[config.mk]
export PLATFORM = sky130hd
export DESIGN_NAME = uart_buffered
export DESIGN_NICKNAME = d
export VERILOG_FILES = /design/src/rtl/uart_pkg.sv /design/src/rtl/sync_fifo.sv /design/src/rtl/uart_buffered.sv
export SDC_FILE = /design/constraint.sdc
export NUM_CORES = 1
export LEC_CHECK = 0
export ABC_CLOCK_PERIOD_IN_PS = 2400
export CORE_MARGIN = 5
export CORE_UTILIZATION = 55
export DETAILED_ROUTE_END_ITERATION = 10
export PLACE_DENSITY_LB_ADDON = 0.15
export SYNTH_ARGS = -nofsm -noshare
export SYNTH_HDL_FRONTEND = slang
export SYNTH_SLANG_ARGS = --single-unit
export TNS_END_PERCENT = 100
[constraint.sdc]
create_clock -name clk -period 2.4 [get_ports clk]
set_input_delay 0.36 -clock clk [delete_from_list [all_inputs] [get_ports clk]]
set_output_delay 0.36 -clock clk [all_outputs]
set_load 0.01 [all_outputs]
[src/rtl/uart_pkg.sv]
// Shared types and helpers for the buffered UART: parity modes, FSM state
// encodings and the oversampling divider calculation.
package uart_pkg;

  typedef enum logic [1:0] {
    PAR_NONE = 2'd0,
    PAR_ODD  = 2'd1,
    PAR_EVEN = 2'd2
  } parity_e;

  typedef enum logic [2:0] {
    TX_IDLE,
    TX_START,
    TX_DATA,
    TX_PARITY,
    TX_STOP
  } tx_state_e;

  typedef enum logic [2:0] {
    RX_IDLE,
    RX_START,
    RX_DATA,
    RX_PARITY,
    RX_STOP,
    RX_WAIT_HIGH
  } rx_state_e;

  // Rounded clock-cycles-per-tick for the 16x oversampling enable.
  function automatic int uart_div(input int freq_hz, input int baud);
    return (freq_hz + 8 * baud) / (16 * baud);
  endfunction

  // Odd parity makes the total count of ones (data + parity) odd.
  function automatic logic parity_bit(input logic [7:0] data, input parity_e mode);
    return (mode == PAR_ODD) ? ~(^data) : (^data);
  endfunction

endpackage

[src/rtl/sync_fifo.sv]
// Synchronous FIFO with a registered show-ahead head word and registered
// full/empty flags; the head only changes on push-to-empty or pop.
module sync_fifo #(
  parameter int width = 8,
  parameter int depth = 16
) (
  input  logic             clk,
  input  logic             reset_n,
  input  logic             push,
  input  logic             pop,
  input  logic [width-1:0] din,
  output logic [width-1:0] dout,
  output logic             full,
  output logic             empty
);

  localparam int aw = $clog2(depth);

  logic [width-1:0] mem_q [depth];
  logic [aw-1:0]    rd_ptr_q, wr_ptr_q, rd_next;
  logic [aw:0]      count_q, count_d;
  logic [width-1:0] dout_q, dout_d;
  logic             full_q, empty_q;
  logic             do_push, do_pop;

  assign do_pop  = pop && !empty_q;
  assign do_push = push && (!full_q || do_pop);
  assign rd_next = rd_ptr_q + 1'b1;

  // NOTE: every variable gets a default at the top of always_comb so no path leaves it unassigned (no latch).
  always_comb begin
    count_d = count_q;
    dout_d  = dout_q;
    if (do_push && !do_pop)      count_d = count_q + 1'b1;
    else if (!do_push && do_pop) count_d = count_q - 1'b1;
    if (do_pop) begin
      if (count_q != {{aw{1'b0}}, 1'b1}) dout_d = mem_q[rd_next];
      else if (do_push)                  dout_d = din;
    end else if (do_push && empty_q) begin
      dout_d = din;
    end
  end

  always_ff @(posedge clk or negedge reset_n) begin
    if (!reset_n) begin
      rd_ptr_q <= '0;
      wr_ptr_q <= '0;
      count_q  <= '0;
      dout_q   <= '0;
      full_q   <= 1'b0;
      empty_q  <= 1'b1;
    end else begin
      if (do_push) wr_ptr_q <= wr_ptr_q + 1'b1;
      if (do_pop)  rd_ptr_q <= rd_next;
      count_q <= count_d;
      dout_q  <= dout_d;
      full_q  <= count_d[aw];
      empty_q <= (count_d == '0);
    end
  end

  // NOTE: storage array is deliberately not reset; only pointers/flags are, and the head register hides stale words.
  always_ff @(posedge clk) begin
    if (do_push) mem_q[wr_ptr_q] <= din;
  end

  assign dout  = dout_q;
  assign full  = full_q;
  assign empty = empty_q;

endmodule

[src/rtl/uart_buffered.sv]
// Buffered UART: configurable frame format, 16x oversampled receiver,
// TX/RX FIFOs, per-byte error flag and dropped-byte overrun pulse.
module uart_buffered
  import uart_pkg::*;
#(
  parameter int freq_hz    = 50000000,
  parameter int baud       = 115200,
  parameter int data_bits  = 8,
  parameter int parity     = 0,
  parameter int stop_bits  = 1,
  parameter int fifo_depth = 16
) (
  input  logic       clk,
  input  logic       reset_n,
  input  logic       uart_rxd,
  output logic       uart_txd,
  input  logic [7:0] tx_data,
  input  logic       tx_wr,
  output logic       tx_busy,
  output logic       tx_idle,
  output logic [7:0] rx_data,
  output logic       rx_error,
  output logic       rx_avail,
  input  logic       rx_ack,
  output logic       rx_overrun
);

  localparam int      div_c      = uart_div(freq_hz, baud);
  localparam int      dw_c       = (div_c > 1) ? $clog2(div_c) : 1;
  localparam logic [7:0] mask_c  = 8'((1 << data_bits) - 1);
  localparam logic [2:0] last_c  = 3'(data_bits - 1);
  localparam logic    stop2_c    = (stop_bits == 2);
  localparam bit      has_par_c  = (parity != 0);
  localparam parity_e par_mode_c = parity_e'(2'(parity));

  logic [dw_c-1:0] div_cnt_q;
  logic            tick16;

  assign tick16 = (div_cnt_q == dw_c'(div_c - 1));

  // NOTE: clocked state is always written with non-blocking assignments.
  always_ff @(posedge clk or negedge reset_n) begin
    if (!reset_n)    div_cnt_q <= '0;
    else if (tick16) div_cnt_q <= '0;
    else             div_cnt_q <= div_cnt_q + 1'b1;
  end

  // ---------------- transmit ----------------
  logic [7:0] tx_head;
  logic       tx_full, tx_empty, tx_pop;
  tx_state_e  tx_state_q;
  logic [3:0] tx_tcnt_q;
  logic [2:0] tx_bit_q;
  logic       tx_stop_q, tx_par_q, txd_q;
  logic [7:0] tx_shift_q;

  assign tx_pop = (tx_state_q == TX_IDLE) && !tx_empty;

  sync_fifo #(.width(8), .depth(fifo_depth)) u_tx_fifo (
    .clk(clk), .reset_n(reset_n), .push(tx_wr), .pop(tx_pop),
    .din(tx_data), .dout(tx_head), .full(tx_full), .empty(tx_empty)
  );

  always_ff @(posedge clk or negedge reset_n) begin
    if (!reset_n) begin
      tx_state_q <= TX_IDLE;
      tx_tcnt_q  <= '0;
      tx_bit_q   <= '0;
      tx_stop_q  <= 1'b0;
      tx_par_q   <= 1'b0;
      tx_shift_q <= '0;
      txd_q      <= 1'b1;
    end else if (tx_state_q == TX_IDLE) begin
      txd_q <= 1'b1;
      if (!tx_empty) begin
        tx_state_q <= TX_START;
        txd_q      <= 1'b0;
        tx_tcnt_q  <= '0;
        tx_shift_q <= tx_head & mask_c;
        tx_par_q   <= parity_bit(tx_head & mask_c, par_mode_c);
      end
    end else if (tick16) begin
      tx_tcnt_q <= tx_tcnt_q + 4'd1;
      if (tx_tcnt_q == 4'd15) begin
        case (tx_state_q)
          TX_START: begin
            tx_state_q <= TX_DATA;
            tx_bit_q   <= '0;
            txd_q      <= tx_shift_q[0];
          end
          TX_DATA: begin
            if (tx_bit_q != last_c) begin
              tx_bit_q   <= tx_bit_q + 3'd1;
              tx_shift_q <= tx_shift_q >> 1;
              txd_q      <= tx_shift_q[1];
            end else if (has_par_c) begin
              tx_state_q <= TX_PARITY;
              txd_q      <= tx_par_q;
            end else begin
              tx_state_q <= TX_STOP;
              tx_stop_q  <= 1'b0;
              txd_q      <= 1'b1;
            end
          end
          TX_PARITY: begin
            tx_state_q <= TX_STOP;
            tx_stop_q  <= 1'b0;
            txd_q      <= 1'b1;
          end
          TX_STOP: begin
            if (tx_stop_q == stop2_c) tx_state_q <= TX_IDLE;
            else                      tx_stop_q  <= 1'b1;
          end
          default: tx_state_q <= TX_IDLE;
        endcase
      end
    end
  end

  assign uart_txd = txd_q;
  assign tx_busy  = tx_full;
  assign tx_idle  = tx_empty && (tx_state_q == TX_IDLE);

  // ---------------- receive ----------------
  logic       rx_meta_q, rx_sync_q;
  rx_state_e  rx_state_q;
  logic [3:0] rx_tcnt_q;
  logic [2:0] rx_bit_q;
  logic [7:0] rx_shift_q;
  logic       rx_par_q, rx_push_q, rx_par_err;
  logic [8:0] rx_entry_q, rx_head;
  logic       rx_full, rx_empty, rx_overrun_q;

  always_ff @(posedge clk or negedge reset_n) begin
    if (!reset_n) begin
      rx_meta_q <= 1'b1;
      rx_sync_q <= 1'b1;
    end else begin
      rx_meta_q <= uart_rxd;
      rx_sync_q <= rx_meta_q;
    end
  end

  assign rx_par_err = has_par_c && (rx_par_q != parity_bit(rx_shift_q, par_mode_c));

  always_ff @(posedge clk or negedge reset_n) begin
    if (!reset_n) begin
      rx_state_q <= RX_IDLE;
      rx_tcnt_q  <= '0;
      rx_bit_q   <= '0;
      rx_shift_q <= '0;
      rx_par_q   <= 1'b0;
      rx_push_q  <= 1'b0;
      rx_entry_q <= '0;
    end else begin
      rx_push_q <= 1'b0;
      case (rx_state_q)
        RX_IDLE: begin
          if (!rx_sync_q) begin
            rx_state_q <= RX_START;
            rx_tcnt_q  <= '0;
            rx_shift_q <= '0;
          end
        end
        RX_WAIT_HIGH: begin
          if (rx_sync_q) rx_state_q <= RX_IDLE;
        end
        default: begin
          if (tick16) begin
            rx_tcnt_q <= rx_tcnt_q + 4'd1;
            // Start bit is re-checked at its centre; later bits are a full bit apart.
            if (rx_state_q == RX_START && rx_tcnt_q == 4'd7) begin
              rx_tcnt_q <= '0;
              if (rx_sync_q) begin
                rx_state_q <= RX_IDLE;
              end else begin
                rx_state_q <= RX_DATA;
                rx_bit_q   <= '0;
              end
            end else if (rx_state_q != RX_START && rx_tcnt_q == 4'd15) begin
              case (rx_state_q)
                RX_DATA: begin
                  rx_shift_q[rx_bit_q] <= rx_sync_q;
                  if (rx_bit_q != last_c) rx_bit_q   <= rx_bit_q + 3'd1;
                  else if (has_par_c)     rx_state_q <= RX_PARITY;
                  else                    rx_state_q <= RX_STOP;
                end
                RX_PARITY: begin
                  rx_par_q   <= rx_sync_q;
                  rx_state_q <= RX_STOP;
                end
                RX_STOP: begin
                  rx_push_q  <= 1'b1;
                  rx_entry_q <= {rx_par_err || !rx_sync_q, rx_shift_q};
                  if (rx_sync_q) rx_state_q <= RX_IDLE;
                  else           rx_state_q <= RX_WAIT_HIGH;
                end
                default: rx_state_q <= RX_IDLE;
              endcase
            end
          end
        end
      endcase
    end
  end

  sync_fifo #(.width(9), .depth(fifo_depth)) u_rx_fifo (
    .clk(clk), .reset_n(reset_n), .push(rx_push_q), .pop(rx_ack),
    .din(rx_entry_q), .dout(rx_head), .full(rx_full), .empty(rx_empty)
  );

  always_ff @(posedge clk or negedge reset_n) begin
    if (!reset_n) rx_overrun_q <= 1'b0;
    else          rx_overrun_q <= rx_push_q && rx_full && !rx_ack;
  end

  assign rx_data    = rx_head[7:0];
  assign rx_error   = rx_head[8];
  assign rx_avail   = !rx_empty;
  assign rx_overrun = rx_overrun_q;

endmodule

==> results of run 1 <==
## where the power goes
part | switching [mW] | internal [mW] | leakage (nW) | total [mW]
Sequential | 0.158 | 6.98 | 4.06 | 7.14
Combinational | 1.01 | 0.738 | 2.09 | 1.74
Clock | 2.42 | 4.11 | 0.697 | 6.53
Total | 3.59 | 11.8 | 6.85 | 15.4
## path summary, 6_finish.rpt
kind,startpoint,endpoint,slack (ns),depth (start not counted)
setup / recovery,u_rx_fifo.rd_ptr_q[0]$_DFFE_PN0P_,u_rx_fifo.dout[5]$_DFFE_PN0P_,0.15,5
hold / removal,uart_rxd,rx_meta_q$_DFF_PN1_,0.26,1
setup reg to reg,u_rx_fifo.rd_ptr_q[0]$_DFFE_PN0P_,u_rx_fifo.dout[5]$_DFFE_PN0P_,0.15,5
hold reg to reg,rx_meta_q$_DFF_PN1_,rx_sync_q$_DFF_PN1_,0.36,0
max in group asynchronous,reset_n,u_rx_fifo.empty$_DFF_PN1_,1.30,3
min in group asynchronous,reset_n,u_rx_fifo.dout[7]$_DFFE_PN0P_,0.37,2
## synthesized netlist by cell type (all sizes together), types with 9 or more instances
cell type and n:
a22oi 17, buf 17, nor2 42, inv 27, clkbuf 30, o21ai 66, nand2 45, a221o 9
nor2b 18, mux4 68, mux2 25, ha 24, xnor2 20, a31oi 21, dfrtp 95, edfxtp 272
nor3 20, a21oi 13, a21boi 10, nand3 15
## routing by layer
layer  share of wire  global-route usage  vias up
met5               0                   0        -
met4           0.031             0.06908        0
met3           0.037             0.02925       59
met2            0.51              0.3451      189
met1            0.42              0.2626     4328
li1                -                   -     3994
## cells by family (layout without fill, tap and decap cells)
kind of cell	after synthesis	in the layout	share of synthesized area
AOI/OAI and AO/OA	180	180	0.07768
xor gates and xnor gates	22	22	0.01236
adders and majority gates	24	24	0.01926
buffers and inverters	75	195	0.02086
DFF	372	372	0.6848
muxes	98	98	0.1195
and+or+nand+nor	195	195	0.06557
## critical path: stages (launching register included)
cell and delay, ns:
dfrtp_2 0.40, buf_4 0.41, mux4_2 0.57, a22oi_1 0.32
a31oi_1 0.15, a221o_1 0.27
## through the flow
step	instance area [um2]	hold WS, ns	utilization	cells	setup WS [ns]
floorplan	15600	0.06441	-	966	-0.2226
global placement	16670	0.3464	0.5985	1389	0.07803
detailed placement	16670	0.3507	0.5985	1389	0.04913
CTS	18120	0.2507	0.6506	1464	0.1448
global route	18120	0.2579	0.6506	1464	0.01854
finish	18120	0.2636	0.6506	1464	0.1513
## flip-flops by register name, indices dropped and copies added, names as in the netlist, 3 cells and up
signal / count
u_tx_fifo.mem_q: 128
rx_shift_q: 8
u_tx_fifo.wr_ptr_q: 4
tx_state_q: 3
u_rx_fifo.count_q: 5
u_rx_fifo.dout: 9
rx_entry_q: 9
tx_tcnt_q: 4
div_cnt_q: 5
u_tx_fifo.count_q: 5
u_tx_fifo.rd_ptr_q: 4
tx_bit_q: 3
rx_bit_q: 3
u_rx_fifo.rd_ptr_q: 4
rx_tcnt_q: 4
u_rx_fifo.wr_ptr_q: 4
u_tx_fifo.dout: 8
u_rx_fifo.mem_q: 144
tx_shift_q: 8
rx_state_q: 3
## layout make-up
| type | count | area (um2) |
|---|---|---|
| fillers | 1920 | 9733 |
| repair buffers | 93 | 824.5 |
| clock buffers | 51 | 1136 |
| inverters | 28 | 105.1 |
| flip-flops and latches | 372 | 10680 |
| well taps | 378 | 473.0 |
| multi-input cells | 519 | 4606 |
| clock inverters | 23 | 301.5 |
## what timing repair did
action,CTS,global route
buffers inserted,0,0
hold endpoints to repair,34,0
hold buffers,1,0
gates resized for setup,2,1
pin swaps,0,0
endpoints found under the setup margin,1,8
==> impl_results.md, run 1 <==
* Status: complete, no violations
* DRC Markers at 0
* Slew Viols, Final at 0
* Yosys reg bits at 372
* Worst min path class: in2reg
* Avg Cell Area, Syn at 16.14 um2
* Fin crit period at 2.249 ns
* Antenna violations before repair at 0
* Part of the Yosys area used for sequential elements at 0.6848
* Core box area at 27860 um2
* Post-synth EDFFs at 272
* RSZ-0062 raised after global routing: false
* Worst VDD drop at 0.0005607 V
* Rows at 61
* CTS buffer count at 40
* All-layer global routing usage at 0.2001
* PD cells at 850.4 nW/um2
* Normalized max-slew margin at 0.4982
* First-pass GRT wire length at 49.33 mm
* Final setup skew at 0.01789 ns
* Detailed-route via count at 8570
* Setup TNS at 0 ns
* Startpoint types: register
* Yosys cell types at 70
* Kind of critical path: reg2reg
* Vias/cell at 5.854
* Top post-synthesis cells by area: edfxtp_1, dfrtp_1, mux4_2, ha_1, mux2_2
* Area leader, netlist: edfxtp_1
* Most frequent cells in the layout: edfxtp_1, dfrtp_1, mux4_2
* Htree depth at 2
* Placer Congestion at 0.8592
* Post-synthesis cell area at 15590 um2
* CP Data Required Time at 2.81 ns
* Highest clock rate at 444.7 MHz
* Worst setup EP type: register
* GR Overflow Total at 0
* TritonCTS clock tree: done
* DRT Wirelength at 30.47 mm
* Post-DRT Antenna Nets at 0
* Clock latency on the worst-skew pair at 0.53 ns
* CP arrival at 2.66 ns
* Ant. Diodes at 0
* Leak pwr at 6.845 nW
* Share of layout cells above drive strength 1 at 0.2284
* Top fanout value on the critical path at 23
* Warnings, synthesis at 0
* I/O pin total at 27
* Total power at 15.41 mW
* Dpl hpwl at 20.25 mm
* Nets@finish at 1091
* Sink Count at 372
* Largest net degree at the start of global routing at 43
* Area growth from synthesis to layout at 16.25%
* Most common cell after layout, fill and taps aside: edfxtp_1
* Wire per inst at 20.81 um
* Asr flop ratio synth at 0.2688
* Die W at 178.4 um
* TritonRoute pass-1 iters at 5
* Synth Net Count at 1003
* Final hold vios at 0
* DRT iter0 DRCs at 652
* Initial Util at 0.5597
* Root buf cell: clkbuf_16
* Die ar. at 31810 um2
* Port Buffers at 26
* Tcrit/Tclk final at 0.9370
* Worst-path clk slew at 0.06 ns
* Chip Height at 178.4 um
* Top cell type's share of synthesized area at 0.5239
* Final setup fails at 0
* Worst-Margin Slew at 0.7503 ns
* Bufs on Longest Clock Path at 3
* Ys flop type: edfxtp_1
* Number of global-route vias before repair at 8814
* Synthesized instance count at 966
* Max capacitance violation total at 0
No activity file was read; power rests on OpenSTA's default activity.
==> inputs of run 2 (changes only) <==
--- a/config.mk
+++ b/config.mk
@@ -10,6 +10,7 @@
 export CORE_UTILIZATION = 55
 export DETAILED_ROUTE_END_ITERATION = 10
 export PLACE_DENSITY_LB_ADDON = 0.15
+export SETUP_SLACK_MARGIN = 0.1
 export SYNTH_ARGS = -nofsm -noshare
 export SYNTH_HDL_FRONTEND = slang
 export SYNTH_SLANG_ARGS = --single-unit
==> run 2 against run 1 <==
Die area stayed put. Register-to-register slack hardly changed. Largest cell class unchanged. Count of clock-buffer cells in the layout is 2 lower. Critical path type unchanged.
==> impl_results.md, run 2 (same netlist as run 1, synthesis figures left out) <==
* Final hold vios at 0
* Worst min path class: in2reg
* TritonCTS clock tree: done
* WHS Endpoint: rx_meta_q$_DFF_PN1_
* Port Buffers at 26
* Leak pwr at 6.852 nW
* Ant. Diodes at 0
* PD cells at 823.3 nW/um2
* Slew Viols, Final at 0
* Placer Congestion at 0.8754
* Total placed instance area at 16810 um2
* Root buf cell: clkbuf_16
* Hold path cells at 1
* GR Overflow Total at 0
* Final setup fails at 0
* Dpl hpwl at 20.75 mm
* All-layer global routing usage at 0.2077
* Fin crit period at 2.241 ns
* Worst setup EP type: register
* First-pass GRT wire length at 50.63 mm
* Vias/cell at 5.980
* Largest net degree at the start of global routing at 44
* Die W at 178.4 um
* I/O pin total at 27
* Most common cell after layout, fill and taps aside: edfxtp_1
* # fillers at 1964
* Final setup skew at 0.02516 ns
* CP Data Required Time at 2.81 ns
* Biggest regs: u_rx_fifo.mem_q x144, u_tx_fifo.mem_q x128
* Flop-to-flop setup slack at 0.16 ns
* Area growth from synthesis to layout at 16.75%
* Die ar. at 31810 um2
* Startpoint types: register
* DRT Wirelength at 32.17 mm
* Chip Height at 178.4 um
* Worst VDD drop at 0.0005673 V
* Number of flip-flops in the largest register at 144
* Status: complete, no violations
* Initial Util at 0.5597
* Postcts setup bufs at 0
* Wire per inst at 21.90 um
* Detailed-route via count at 8785
* Sink Count at 372
* Kind of critical path: reg2reg
* Final instance area at 18200 um2
* Worst-Margin Slew at 0.7612 ns
* Nets@finish at 1099
* Htree depth at 2
* R2R Path Start: u_tx_fifo.rd_ptr_q[0]$_DFFE_PN0P_
* Max capacitance violation total at 0
* Worst R2R Path Depth at 7
* Hold Crit Start: uart_rxd
* Top fanout value on the critical path at 12
* CTS buffer count at 38
* Share of layout cells above drive strength 1 at 0.2392
* Worst-path clk slew at 0.07 ns
* Total power at 14.99 mW
* Placed insts at 1397
* Fin cells at 1469
* Antenna violations before repair at 0
* Number of global-route vias before repair at 8934
* Most frequent cells in the layout: edfxtp_1, dfrtp_1, mux4_2
* Tcrit/Tclk final at 0.9339
* Reg2reg end: u_tx_fifo.dout[5]$_DFFE_PN0P_
* Rows at 61
* Bufs on Longest Clock Path at 3
* Normalized max-slew margin at 0.4910
* Clock latency on the worst-skew pair at 0.53 ns
* Setup TNS at 0 ns
* Post-DRT Antenna Nets at 0
* RSZ-0062 raised after global routing: true
* CP arrival at 2.65 ns
* DRC Markers at 0
* Highest clock rate at 446.2 MHz
* TritonRoute pass-1 iters at 5
* Core box area at 27860 um2
* DRT iter0 DRCs at 768
* Biggest register: u_rx_fifo.mem_q
run 2: cell count changes in the layout (fill, tap and decap cells not counted), sizes merged:
cell	before	now
inv	27	28
buf	67	75
clkinvlp	3	0
bufinv	7	5
clkinv	14	15
run 2: cell type report:
type | count | area, um2 | area share
Clock inverter | 20 | 235.2 | 0.01292
Clock buffer | 49 | 1033 | 0.05678
Multi-Input combinational cell | 519 | 4710 | 0.2587
Timing Repair Buffer | 103 | 967.2 | 0.05313
Sequential cell | 372 | 10680 | 0.5867
Tap cell | 378 | 473.0 | 0.02598
Inverter | 28 | 105.1 | 0.005774
run 2: timing repair:
item                       in CTS  in global routing
hold buffers                    1                  0
pin swaps                       0                  1
resized for setup               5                 11
hold endpoints to repair       39                  0
setup endpoints to repair      11                 35
gates cloned                    0                  2
run 2: stage by stage:
stage	worst slack (ns)	hold WS (ns)	utilization
floorplan	0.01279	0.06441	-
global placement	0.02443	0.3458	0.6035
finish	0.1586	0.2639	0.6534
global route	0.03630	0.2513	0.6534
detailed placement	-0.02712	0.3491	0.6035
CTS	0.1325	0.2477	0.6501
run 2: power breakdown:
group	leakage [nW]	internal, mW	switching [mW]
registers	4.06	6.98	0.169
clock network	0.619	3.59	2.36
logic	2.18	0.802	1.08
run 2: critical path: stages, from the launching register on:
cell	delay [ns]
dfrtp_2	0.45
ha_4	0.34
buf_12	0.16
mux4_2	0.32
a21boi_0	0.16
a2111oi_1	0.48
buf_4	0.18
o21ai_1	0.05
run 2: metal layers:
| layer | vias to the layer above | share of wire | global-route usage | wire length, um |
|---|---|---|---|---|
| li1 | 4019 | - | - | - |
| met1 | 4456 | 0.42 | 0.2776 | 13470 |
| met2 | 241 | 0.50 | 0.3523 | 16120 |
| met3 | 69 | 0.046 | 0.03137 | 1483 |
| met4 | 0 | 0.034 | 0.07163 | 1100 |
| met5 | - | 0 | 0 | 0 |
run 2: how the worst max path moves through the flow:
stage | end | from | slack (ns) | cells past startpoint
after floorplan | u_tx_fifo.mem_q[2][0]$_DFFE_PP_ | tx_state_q[0]$_DFFE_PN0P_ | 0.01 | 4
after global placement | u_rx_fifo.dout[6]$_DFFE_PN0P_ | u_rx_fifo.rd_ptr_q[0]$_DFFE_PN0P_ | 0.02 | 6
after detailed placement | u_rx_fifo.dout[6]$_DFFE_PN0P_ | u_rx_fifo.rd_ptr_q[0]$_DFFE_PN0P_ | -0.03 | 6
after CTS | u_tx_fifo.dout[5]$_DFFE_PN0P_ | u_tx_fifo.rd_ptr_q[0]$_DFFE_PN0P_ | 0.13 | 7
after global routing | u_tx_fifo.mem_q[0][6]$_DFFE_PP_ | tx_state_q[1]$_DFFE_PN0P_ | 0.04 | 5
final | u_tx_fifo.dout[5]$_DFFE_PN0P_ | u_tx_fifo.rd_ptr_q[0]$_DFFE_PN0P_ | 0.16 | 7
